### config.mk
export PLATFORM = sky130hd
export DESIGN_NAME = rewire_bit_collector_flat
export DESIGN_NICKNAME = d
export VERILOG_FILES = /design/src/rtl/rewire_bit_collector_if.sv /design/src/rtl/rewire_bit_collector.sv /design/src/flat_wrapper.sv
export SDC_FILE = /design/constraint.sdc
export NUM_CORES = 1
export LEC_CHECK = 0
export BUFFER_PORTS_ARGS = -buffer_cell sky130_fd_sc_hd__buf_4
export CAP_MARGIN = 25
export CORE_MARGIN = 2
export CORE_UTILIZATION = 63
export DETAILED_ROUTE_END_ITERATION = 10
export HOLD_SLACK_MARGIN = 0.02
export PLACE_DENSITY = 0.86
export SLEW_MARGIN = 20
export SYNTH_ARGS = -nofsm -noshare
export SYNTH_HDL_FRONTEND = slang
export SYNTH_SLANG_ARGS = --single-unit
### constraint.sdc
create_clock -name clk -period 3.8 [get_ports clk]
set_input_delay 0.38 -clock clk [delete_from_list [all_inputs] [get_ports clk]]
set_output_delay 0.38 -clock clk [all_outputs]
set_load 0.02 [all_outputs]
### src/rtl/rewire_bit_collector_if.sv
// rewire_bit_collector_if: valid/ready word stream from the collector to its consumer
interface rewire_bit_collector_if #(parameter int WORD_W = 8);
  logic [WORD_W-1:0] data;
  logic valid;
  logic ready;
  modport master (output data, output valid, input ready);
  modport slave (input data, input valid, output ready);
endinterface

### src/rtl/rewire_bit_collector.sv
// rewire_bit_collector: packs a 1-bit device stream LSB-first into words and queues them in a FIFO (optional drop counter: REWIRE_BIT_COLLECTOR_DROPCNT_EN)
module rewire_bit_collector #(
  parameter int WORD_W = 8,
  parameter int DEPTH = 4
) (
  input  logic clk,
  input  logic rst,
  input  logic bit_in,
  input  logic bit_valid,
  input  logic flush,
  rewire_bit_collector_if.master m,
  output logic [$clog2(DEPTH):0] level,
  output logic overflow
`ifdef REWIRE_BIT_COLLECTOR_DROPCNT_EN
  ,
  output logic [7:0] drop_count
`endif
);
  localparam int CW = $clog2(WORD_W);
  localparam int AW = $clog2(DEPTH);
  logic [CW-1:0] cnt;
  logic [WORD_W-1:0] sreg, merged;
  logic [WORD_W-1:0] mem [DEPTH];
  logic [AW-1:0] rd_ptr, wr_ptr;
  logic complete, push, pop, full, wr_en, drop;
  // merge a same-cycle bit before deciding on a push; a completing bit and a flush yield one push
  always_comb begin
    merged = sreg | (WORD_W'(bit_valid & bit_in) << cnt);
    complete = bit_valid && cnt == CW'(WORD_W - 1);
    push = complete || (flush && (bit_valid || cnt != '0));
    pop = m.valid && m.ready;
    full = level == (AW + 1)'(DEPTH);
    wr_en = push && (!full || pop);
    drop = push && full && !pop;
  end
  // assembler clears on every push, even when the word is dropped
  always_ff @(posedge clk) begin
    if (rst) begin
      cnt <= '0;
      sreg <= '0;
    end else begin
      cnt <= push ? '0 : bit_valid ? cnt + CW'(1) : cnt;
      sreg <= push ? '0 : merged;
    end
  end
  // circular buffer; when full, a same-cycle pop frees the slot being written
  always_ff @(posedge clk) begin
    if (rst) begin
      rd_ptr <= '0;
      wr_ptr <= '0;
      level <= '0;
      for (int i = 0; i < DEPTH; i++) mem[i] <= '0;
    end else begin
      if (wr_en) mem[wr_ptr] <= merged;
      wr_ptr <= wr_ptr + AW'(wr_en);
      rd_ptr <= rd_ptr + AW'(pop);
      level <= level + (AW + 1)'(wr_en) - (AW + 1)'(pop);
    end
  end
  assign m.data = mem[rd_ptr];
  assign m.valid = level != '0;
`ifdef REWIRE_BIT_COLLECTOR_DROPCNT_EN
  // saturating count of discarded words; overflow is derived from it
  always_ff @(posedge clk) begin
    if (rst) drop_count <= '0;
    else if (drop && drop_count != 8'hFF) drop_count <= drop_count + 8'd1;
  end
  assign overflow = drop_count != 8'd0;
`else
  // sticky flag for any discarded word
  always_ff @(posedge clk) begin
    if (rst) overflow <= 1'b0;
    else if (drop) overflow <= 1'b1;
  end
`endif
endmodule

### src/flat_wrapper.sv
// flat-port wrapper written by rule: the top's interface ports become plain ports
module rewire_bit_collector_flat 
#(
  parameter int WORD_W = 8,
  parameter int DEPTH = 4
)
  (clk, rst, bit_in, bit_valid, flush, level, overflow, m_data, m_valid, m_ready);
  rewire_bit_collector_if #(.WORD_W(WORD_W)) m_i ();
  input  logic clk;
  input  logic rst;
  input  logic bit_in;
  input  logic bit_valid;
  input  logic flush;
  output logic [$clog2(DEPTH):0] level;
  output logic overflow;
  output wire logic [$bits(m_i.data)-1:0] m_data;
  output wire logic [$bits(m_i.valid)-1:0] m_valid;
  input wire logic [$bits(m_i.ready)-1:0] m_ready;
  assign m_data = m_i.data;
  assign m_valid = m_i.valid;
  assign m_i.ready = m_ready;
  rewire_bit_collector #(.WORD_W(WORD_W), .DEPTH(DEPTH)) u_core (.clk(clk), .rst(rst), .bit_in(bit_in), .bit_valid(bit_valid), .flush(flush), .m(m_i), .level(level), .overflow(overflow));
endmodule
==> metrics.md, run 1 <==
| Metric | Value |
|---|---|
| Outcome | `complete, no violations` |
| Per-instance average area after synthesis | `13.0 sq um` |
| Cells after DPL | `232` |
| Post-detailed-route DRC marker count | `0` |
| Largest driver fanout on the critical path | `37` |
| Max_slew headroom | `0.624` |
| Via density | `5.91` |
| Net count after synthesis | `190` |
| Number of buffers added by the clock tree synthesis step | `5` |
| Crit. End Element | `register` |
| Total vias in the final route | `1418` |
| Fin crit share | `0.660` |
| Maximum clock insertion buffer count | `2` |
| Largest stage delay on the critical path | `390 ps` |
| Placed wire-length estimate | `2.79 mm` |
| Cell chosen for the clock root | `sky130_fd_sc_hd__clkbuf_4` |
| Overall track demand over capacity in global routing | `0.218` |
| Dominant register cell in the synthesized netlist | `sky130_fd_sc_hd__edfxtp_1` |
| Boundary pin count | `19` |
| Yosys top cell by area | `sky130_fd_sc_hd__edfxtp_1` |
| # resized after CTS | `0` |
| Type of the worst min-delay path | `in2reg` |
| Area taken by flip-flops and latches | `1340 sq um` |
| Die width | `64.2 um` |
| First-pass DRT Iterations | `4` |
| Antenna violations before repair | `0` |
| Worst-case hold slack | `331 ps` |
| Area of the die | `4120 sq um` |
| # clock sinks | `51` |
| Insertion delay to the later sink of the worst-skew pair | `370 ps` |
| Initial core utilization | `0.667` |
| Area of the core region | `3420 sq um` |
| First-pass GRT wire length | `6.78 mm` |
| Final estimated routing congestion in global placement | `0.803` |
| Top cells by area, synth | `sky130_fd_sc_hd__edfxtp_1 42%, sky130_fd_sc_hd__dfxtp_1 17%, sky130_fd_sc_hd__mux4_2 7.9%` |
| Yosys warning count | `0` |
| Port-buffer cells | `18` |
| Area used by multi-input combinational logic | `823 sq um` |
| Remaining global-route overflow | `0` |
| Detailed-route wire length | `3.86 mm` |
| FP Rows | `21` |
| Arrival time of data at the critical path endpoint | `2780 ps` |
| Number of fill cells | `245` |
| Sum of negative setup slack | `0 ps` |
| Pin count of the biggest net entering global routing | `38` |
| R2R depth | `10` |
| Standby leakage power | `0.903 nW` |
| Pwr/cell area | `534 nW/um^2` |
| TritonCTS clock tree | `yes` |
| Vias in the first global route | `1385` |
| Post-synthesis instance area | `2280 sq um` |
| Sum of buffers and inverters on the critical path | `1` |
| Crit path cell chain | `ha_1 -> ha_1 -> a21o_1 -> nand3_4 -> inv_1 -> ha_1 -> fa_1 -> xnor2_1 -> xnor2_1 -> nor2_1` |
| Wirelength per Cell | `16.1 um` |
| Worst Setup Path Type | `reg2reg` |
| Critical-path top delay cell | `sky130_fd_sc_hd__dfxtp_1` |
| Min-Delay Path Depth | `2` |
| Final Hold Vio Count | `0` |
| Max Fclk | `399 MHz` |
| Setup Fix Bufs, Post-CTS | `0` |
| Unrepaired setup endpoints after global routing | `no` |
| Peak supply drop | `307 uV` |
| Cell mode on critical path | `sky130_fd_sc_hd__ha_1` |
| WHS Endpoint | `u_core.wr_ptr[0]` |
| Number of max-slew violations in the final report | `0` |
| Final ANT Viol Nets | `0` |
| Die Y-Extent | `64.2 um` |
| Final setup vio count | `0` |
| Filler-free cell count of the finished design | `240` |
| Diodes inserted | `0` |
| Async set-or-reset flop fraction in the synthesized netlist | `0` |
| Post-synthesis cell type count | `33` |
| Top cell type's share of synthesized area | `0.422` |
| Fin nets | `207` |
| Reg clk slew, reported paths | `140 ps` |
| End of the worst register-to-register path | `u_core.level[2]` |
| Area growth from synthesis to layout | `8.34%` |
| Worst clock skew on the final layout | `13.4 ps` |
| Launch instance of the worst register-to-register path | `u_core.cnt[0]` |
| DRC marker count from the first detailed-route iteration | `91` |
| Delay-heaviest family, CP | `adder cells` |
| Max-cap check violation count | `0` |
| Number of register bits inferred by synthesis | `51` |
| Sequential-to-total area share from yosys stat | `0.588` |
| Required time worst endpoint | `4070 ps` |
| Hold-fix buffers at CTS | `0` |
| Count of mapped cells out of synthesis | `176` |
| Worst slew pin tran | `563 ps` |
| Proportion of layout cells with a drive suffix above 1 | `0.211` |
| Critical hold path startpoint | `rst` |
| Register-to-register setup slack | `1290 ps` |
| # H-tree levels | `2` |
| Shortest period the worst path allows | `2510 ps` |
| EDFF count, synth | `32` |
| Nature of the critical path startpoint | `register` |
logic make-up after synthesis:
| group | Yosys count | synth area share |
|---|---|---|
| and+or+nand+nor | 67 | 0.166 |
| DFF | 51 | 0.588 |
| adders and majority gates | 8 | 0.0472 |
| buffers and inverters | 20 | 0.0505 |
| muxes | 10 | 0.0878 |
| AOI/OAI and AO/OA | 15 | 0.0406 |
| xor gates and xnor gates | 5 | 0.0192 |
where the power goes:
group	leakage, nW	internal, mW	switching [mW]	total (mW)
sequential	0.488	0.635	0.0551	0.690
combinational	0.389	0.197	0.196	0.392
clock	0.0263	0.0682	0.167	0.235
total	0.903	0.900	0.418	1.32
cells in the mapped netlist, drive strengths merged, types with 2 or more instances:
library cell	instances
a21o	2
a21oi	4
a31oi	4
and3b	2
buf	11
dfxtp	19
edfxtp	32
ha	7
inv	8
mux2i	2
mux4	8
nand2b	4
nor2	15
nor2b	5
nor3	32
o21ai	3
or3	2
xnor2	5
cell usage in the layout (no fill, tap or decap), types with 2 or more instances in the layout:
cell | Yosys | final
sky130_fd_sc_hd__nor3_1 | 32 | 32
sky130_fd_sc_hd__edfxtp_1 | 32 | 32
sky130_fd_sc_hd__buf_4 | 0 | 22
sky130_fd_sc_hd__dfxtp_1 | 19 | 19
sky130_fd_sc_hd__nor2_1 | 13 | 13
sky130_fd_sc_hd__inv_1 | 8 | 8
sky130_fd_sc_hd__mux4_2 | 8 | 8
sky130_fd_sc_hd__ha_1 | 7 | 7
sky130_fd_sc_hd__nor2b_1 | 5 | 5
sky130_fd_sc_hd__xnor2_1 | 5 | 5
sky130_fd_sc_hd__clkbuf_4 | 0 | 5
sky130_fd_sc_hd__a31oi_1 | 4 | 4
sky130_fd_sc_hd__a21oi_1 | 4 | 4
sky130_fd_sc_hd__nand2b_1 | 4 | 4
sky130_fd_sc_hd__o21ai_0 | 3 | 3
sky130_fd_sc_hd__a21o_1 | 2 | 2
sky130_fd_sc_hd__or3_1 | 2 | 2
sky130_fd_sc_hd__and3b_1 | 2 | 2
sky130_fd_sc_hd__mux2i_1 | 2 | 2
sky130_fd_sc_hd__clkinv_1 | 0 | 2
final cells by class:
class / count / share of cell area
Sequential cell: 51 / 0.543
Multi-Input combinational cell: 105 / 0.333
Timing Repair Buffer: 22 / 0.0669
Tap cell: 46 / 0.0233
Clock buffer: 5 / 0.0152
Inverter: 8 / 0.0122
Clock inverter: 3 / 0.00608
routing by layer:
layer,global-route usage,vias to the layer above,part of all wire
met5,0,-,0
met4,0.0771,0,0.015
met3,0.0475,8,0.079
met2,0.342,68,0.50
met1,0.305,665,0.40
li1,-,677,-
worst max path at each step:
stage / from / to / slack, ps / cells past startpoint
3_5_place_dp: m_ready / u_core.level[2] / 1290 / 9
2_1_floorplan: u_core.level[2] / u_core.level[2] / 1390 / 9
4_1_cts: u_core.cnt[0] / u_core.level[2] / 1280 / 10
6_report: u_core.cnt[0] / u_core.level[2] / 1290 / 10
3_3_place_gp: m_ready / u_core.level[2] / 1370 / 9
5_1_grt: u_core.cnt[0] / u_core.level[2] / 1100 / 10
registers in the layout, summed over array words and instances, names as in the netlist:
register	flops
u_core.rd_ptr	2
u_core.sreg	8
u_core.overflow	1
u_core.wr_ptr	2
u_core.cnt	3
u_core.level	3
u_core.mem	32
per-stage QoR:
stage,total power [mW],utilization,instance area [sq um],worst slack [ps]
2_1_floorplan,0.986,-,2280,1390
3_3_place_gp,1.08,0.708,2420,1370
3_5_place_dp,1.10,0.708,2420,1290
4_1_cts,1.32,0.723,2470,1280
5_1_grt,1.39,0.723,2470,1100
6_report,1.32,0.723,2470,1290
Note: power is estimated with default switching activity, not from simulation.
==> run 2: changes to the inputs <==
--- a/config.mk
+++ b/config.mk
@@ -8,10 +8,10 @@
 export BUFFER_PORTS_ARGS = -buffer_cell sky130_fd_sc_hd__buf_4
 export CAP_MARGIN = 25
 export CORE_MARGIN = 2
-export CORE_UTILIZATION = 63
+export CORE_UTILIZATION = 58
 export DETAILED_ROUTE_END_ITERATION = 10
 export HOLD_SLACK_MARGIN = 0.02
-export PLACE_DENSITY = 0.86
+export PLACE_DENSITY = 0.81
 export SLEW_MARGIN = 20
 export SYNTH_ARGS = -nofsm -noshare
 export SYNTH_HDL_FRONTEND = slang
==> constraint.sdc (replaced) <==
create_clock -name clk -period 2.5 [get_ports clk]
set_input_delay 0.25 -clock clk [delete_from_list [all_inputs] [get_ports clk]]
set_output_delay 0.25 -clock clk [all_outputs]
set_load 0.02 [all_outputs]
==> run 2 against run 1 <==
Net effect:
- cell count up 1.3%
- worst hold slack lost 65 ps
- clock skew fell by 11 ps
- final area is 3.0% higher
- sequential cell count is the same
- clock-buffer cell count up 1
- critical path depth shrank 1
- setup slack worse by 1200 ps
- global-route usage increased by 0.51 points
- total power is 73% higher
- maximum frequency is 4.7% higher
- critical path type unchanged
- highest routed layer unchanged
==> metrics.md, run 2 (same netlist as run 1, synthesis figures left out) <==
| Metric | Value |
|---|---|
| Outcome | `complete, no violations` |
| Crit. End Element | `register` |
| Sum of negative setup slack | `0 ps` |
| Pin count of the biggest net entering global routing | `35` |
| First-pass GRT wire length | `7.02 mm` |
| Fin crit share | `0.958` |
| Final Hold Vio Count | `0` |
| # resized after CTS | `0` |
| Total vias in the final route | `1424` |
| Required time worst endpoint | `2700 ps` |
| Min-Delay Path Depth | `2` |
| Max Fclk | `417 MHz` |
| Final estimated routing congestion in global placement | `0.820` |
| Commonest non-fill, non-tap cells in the layout | `32 x sky130_fd_sc_hd__nor3_1, 32 x sky130_fd_sc_hd__edfxtp_1, 23 x sky130_fd_sc_hd__buf_4` |
| Diodes inserted | `0` |
| Register-to-register setup slack | `100 ps` |
| Max_slew headroom | `0.598` |
| Number of max-slew violations in the final report | `0` |
| R2R depth | `9` |
| Unrepaired setup endpoints after global routing | `no` |
| Vias in the first global route | `1459` |
| Area growth from synthesis to layout | `11.6%` |
| Post-detailed-route DRC marker count | `0` |
| Insertion delay to the later sink of the worst-skew pair | `310 ps` |
| Critical hold path startpoint | `rst` |
| # H-tree levels | `2` |
| Number of fill cells | `279` |
| Largest register FFs | `32` |
| Setup Fix Bufs, Post-CTS | `0` |
| Hold-fix buffers at CTS | `0` |
| Proportion of layout cells with a drive suffix above 1 | `0.226` |
| First-pass DRT Iterations | `4` |
| Area of the core region | `3720 sq um` |
| Cell chosen for the clock root | `sky130_fd_sc_hd__clkbuf_8` |
| Peak supply drop | `806 uV` |
| Regs by FF count | `u_core.mem x32, u_core.sreg x8` |
| Worst-case hold slack | `266 ps` |
| # clock sinks | `51` |
| Die Y-Extent | `66.7 um` |
| Remaining global-route overflow | `0` |
| Detailed-route wire length | `4.29 mm` |
| Reg clk slew, reported paths | `90 ps` |
| Port-buffer cells | `18` |
| Worst Setup Path Type | `reg2reg` |
| Die width | `66.7 um` |
| Standby leakage power | `0.943 nW` |
| Shortest period the worst path allows | `2400 ps` |
| Number of buffers added by the clock tree synthesis step | `5` |
| FP Rows | `22` |
| Final setup vio count | `0` |
| Antenna violations before repair | `0` |
| Boundary pin count | `19` |
| Maximum clock insertion buffer count | `2` |
| Type of the worst min-delay path | `in2reg` |
| DRC marker count from the first detailed-route iteration | `111` |
| Final ANT Viol Nets | `0` |
| Via density | `5.86` |
| Nature of the critical path startpoint | `register` |
| Launch instance of the worst register-to-register path | `u_core.level[2]` |
| Wirelength per Cell | `17.7 um` |
| Overall track demand over capacity in global routing | `0.224` |
| Max-cap check violation count | `0` |
| Arrival time of data at the critical path endpoint | `2600 ps` |
| Fin nets | `208` |
| Initial core utilization | `0.613` |
| WHS Endpoint | `u_core.rd_ptr[1]` |
| Worst slew pin tran | `603 ps` |
| Area of the die | `4450 sq um` |
| Worst clock skew on the final layout | `2.33 ps` |
| Largest driver fanout on the critical path | `4` |
| Pwr/cell area | `894 nW/um^2` |
| Placed wire-length estimate | `2.94 mm` |
| End of the worst register-to-register path | `u_core.level[2]` |
| Reg with most FFs | `u_core.mem` |
| TritonCTS clock tree | `yes` |
| Worst Setup SP | `u_core.level[2]` |
[run 2: power breakdown]
group | internal [mW] | total (mW) | switching [mW]
clock network | 0.324 | 0.591 | 0.267
logic | 0.309 | 0.633 | 0.323
registers | 0.966 | 1.05 | 0.0853
total | 1.60 | 2.27 | 0.675
[run 2: final cells by class]
class / instances / area [sq um] / share of cell area
Timing Repair Buffer: 23 / 173 / 0.0678
Sequential cell: 51 / 1340 / 0.527
Clock inverter: 2 / 35.0 / 0.0138
Inverter: 8 / 30.0 / 0.0118
Multi-Input combinational cell: 105 / 823 / 0.324
Tap cell: 48 / 60.1 / 0.0236
Clock buffer: 6 / 82.6 / 0.0324
[run 2: worst max-delay path by stage]
| stage | to | slack [ps] | depth (start not counted) |
|---|---|---|---|
| finish | u_core.level[2] | 100 | 9 |
| global route | u_core.level[2] | 40 | 9 |
| detailed placement | u_core.level[2] | 200 | 9 |
| global placement | u_core.level[2] | 300 | 9 |
| CTS | u_core.level[2] | 100 | 9 |
| floorplan | u_core.level[2] | 90 | 9 |
[run 2: routing by layer]
metal  share of wire  vias to the layer above  wire length, um  GRT usage
met5               0                        -                0          0
met4           0.028                        0              120      0.105
met3           0.052                       13              222     0.0473
met2            0.53                       48             2280      0.391
met1            0.39                      684             1670      0.261
li1                -                      679                -          -
[run 2: worst max-delay path, stage by stage, from the launching register on]
cell and delay [ps]:
sky130_fd_sc_hd__dfxtp_1 350, sky130_fd_sc_hd__or3_1 420, sky130_fd_sc_hd__and2_1 210, sky130_fd_sc_hd__ha_1 290
sky130_fd_sc_hd__inv_1 50, sky130_fd_sc_hd__ha_1 200, sky130_fd_sc_hd__fa_1 380, sky130_fd_sc_hd__xnor2_1 190
sky130_fd_sc_hd__xnor2_1 140, sky130_fd_sc_hd__nor2_1 60
[run 2: stage by stage]
stage | setup WS [ps] | area, sq um | util | total power, mW | cells
after floorplan | 88.2 | 2280 | - | 1.50 | 176
final | 104 | 2540 | 0.685 | 2.27 | 243
after CTS | 103 | 2540 | 0.685 | 2.29 | 243
after detailed placement | 195 | 2430 | 0.653 | 1.69 | 235
after global placement | 296 | 2430 | 0.653 | 1.66 | 235
after global routing | 40.1 | 2540 | 0.685 | 2.37 | 243
==> run 3: changes to the inputs <==
--- a/config.mk
+++ b/config.mk
@@ -11,6 +11,7 @@
 export CORE_UTILIZATION = 58
 export DETAILED_ROUTE_END_ITERATION = 10
 export HOLD_SLACK_MARGIN = 0.02
+export MAX_ROUTING_LAYER = met4
 export PLACE_DENSITY = 0.81
 export SLEW_MARGIN = 20
 export SYNTH_ARGS = -nofsm -noshare
==> run 3 against run 2 <==
Net effect:
- final area is the same
- clock-buffer cell count did not move
- sequential cell count did not move
- clock power about the same
- critical path depth unchanged
- largest cell class unchanged
==> metrics.md, run 3 (same netlist as run 1, synthesis figures left out) <==
| Metric | Value |
|---|---|
| Launch instance of the worst register-to-register path | `u_core.level[2]` |
| Crit path cell chain | `or3_1 -> and2_1 -> ha_1 -> inv_1 -> ha_1 -> fa_1 -> xnor2_1 -> xnor2_1 -> nor2_1` |
| Port-buffer cells | `18` |
| Shortest period the worst path allows | `2400 ps` |
| Antenna violations before repair | `0` |
| Crit. End Element | `register` |
| Min-Delay Path Depth | `2` |
| TritonCTS clock tree | `yes` |
| Final worst-path setup slack | `103 ps` |
| Cell chosen for the clock root | `sky130_fd_sc_hd__clkbuf_8` |
| Proportion of total power due to net switching | `0.297` |
| Wire length on met3 | `229 um` |
| Hold-fix buffers at CTS | `0` |
| Int Pwr | `1.60 mW` |
| R2R depth | `9` |
| Remaining global-route overflow | `0` |
| Critical-path top delay cell | `sky130_fd_sc_hd__or3_1` |
| Placed wire-length estimate | `2.94 mm` |
| Worst slew pin tran | `591 ps` |
| Largest register FFs | `32` |
| Regs by FF count | `u_core.mem x32, u_core.sreg x8` |
| # H-tree levels | `2` |
| Wirelength per Cell | `17.6 um` |
| Boundary pin count | `19` |
| Final Hold Vio Count | `0` |
| Die width | `66.7 um` |
| Max_slew headroom | `0.605` |
| Routed length on met1 | `1.68 mm` |
| Worst Setup SP | `u_core.level[2]` |
| Total power after layout | `2.27 mW` |
| Type of the worst min-delay path | `in2reg` |
| Worst Setup Path Type | `reg2reg` |
| Unrepaired setup endpoints after global routing | `no` |
| DRC marker count from the first detailed-route iteration | `101` |
| Area growth from synthesis to layout | `11.6%` |
| Area of the core region | `3720 sq um` |
| Outcome | `complete, no violations` |
| Via density | `5.87` |
| Reg with most FFs | `u_core.mem` |
| Critical hold path startpoint | `rst` |
| Proportion of layout cells with a drive suffix above 1 | `0.226` |
| Pin count of the biggest net entering global routing | `35` |
| Proportion of power drawn by the clock network | `0.260` |
| Overall track demand over capacity in global routing | `0.229` |
| Number of buffers added by the clock tree synthesis step | `5` |
| Required time worst endpoint | `2700 ps` |
| Reg clk slew, reported paths | `90 ps` |
| Diodes inserted | `0` |
| Nature of the critical path startpoint | `register` |
| Length of routed met2 wiring | `2.29 mm` |
| First-pass DRT Iterations | `4` |
| First-pass GRT wire length | `7.01 mm` |
| Final ANT Viol Nets | `0` |
| Largest driver fanout on the critical path | `4` |
| Initial core utilization | `0.613` |
| Maximum clock insertion buffer count | `2` |
| Fin nets | `208` |
| Top routing layer used | `met4` |
| Insertion delay to the later sink of the worst-skew pair | `310 ps` |
| Final estimated routing congestion in global placement | `0.832` |
| Worst clock skew on the final layout | `2.80 ps` |
| Vias in the first global route | `1460` |
| Largest stage delay on the critical path | `420 ps` |
| Setup Fix Bufs, Post-CTS | `0` |
| Max-cap check violation count | `0` |
| Sum of negative setup slack | `0 ps` |
| # clock sinks | `51` |
| Area of the die | `4450 sq um` |
| Final setup vio count | `0` |
| Pwr/cell area | `894 nW/um^2` |
| Switching power summed over all nets | `676 uW` |
| Peak supply drop | `806 uV` |
| Post-detailed-route DRC marker count | `0` |
| Register-to-register setup slack | `100 ps` |
| Fin crit share | `0.959` |
| Cells after DPL | `235` |
| # resized after CTS | `0` |
| Worst slack at placement | `195 ps` |
| Filler-free cell count of the finished design | `243` |
| FP Rows | `22` |
| Commonest non-fill, non-tap cells in the layout | `32 x sky130_fd_sc_hd__nor3_1, 32 x sky130_fd_sc_hd__edfxtp_1, 23 x sky130_fd_sc_hd__buf_4` |
| Seq pwr share | `0.461` |
| Number of max-slew violations in the final report | `0` |
| Detailed-route wire length | `4.27 mm` |
| Max Fclk | `417 MHz` |
| Logic pwr share | `0.278` |
| Total vias in the final route | `1427` |
| Arrival time of data at the critical path endpoint | `2600 ps` |
| Standby leakage power | `0.943 nW` |
| Die Y-Extent | `66.7 um` |
## run 3: per-stage QoR
| step | utilization | hold slack (ps) | cell area [sq um] |
|---|---|---|---|
| after floorplan | - | 471 | 2280 |
| after CTS | 0.685 | 264 | 2540 |
| after global routing | 0.685 | 276 | 2540 |
| after global placement | 0.653 | 460 | 2430 |
| final | 0.685 | 268 | 2540 |
| after detailed placement | 0.653 | 469 | 2430 |
## run 3: cell type report
type	instances	area (sq um)
well taps	48	60.1
clock inverters	2	35.0
repair buffers	23	173
flip-flops and latches	51	1340
fillers	279	1170
clock buffers	6	82.6
multi-input cells	105	823
inverters	8	30.0
## run 3: routing by layer
metal	track usage	up-vias
li1	-	680
met1	0.260	694
met2	0.391	45
met3	0.0473	8
met4	0.105	0
met5	-	-
## run 3: final timing paths
kind                 endpoint
min reg2reg   u_core.overflow
min          u_core.rd_ptr[1]
max           u_core.level[2]
max reg2reg   u_core.level[2]
## run 3: power groups by stage
stage / Combinational (mW) / Clock [mW] / Sequential, mW
after floorplan: 0.453 / 0 / 1.05
after global placement: 0.598 / 0 / 1.06
after detailed placement: 0.619 / 0 / 1.07
after CTS: 0.640 / 0.596 / 1.05
after global routing: 0.682 / 0.622 / 1.07
final: 0.632 / 0.592 / 1.05
## run 3: worst max-delay path, delay by kind of cell (launching register included)
family / cells / cell delay (ps)
XOR/XNOR: 2 / 330
adder cells (fa/ha/maj): 3 / 870
buffers and inverters: 1 / 50
flip-flops: 1 / 350
AND/OR/NAND/NOR: 3 / 690
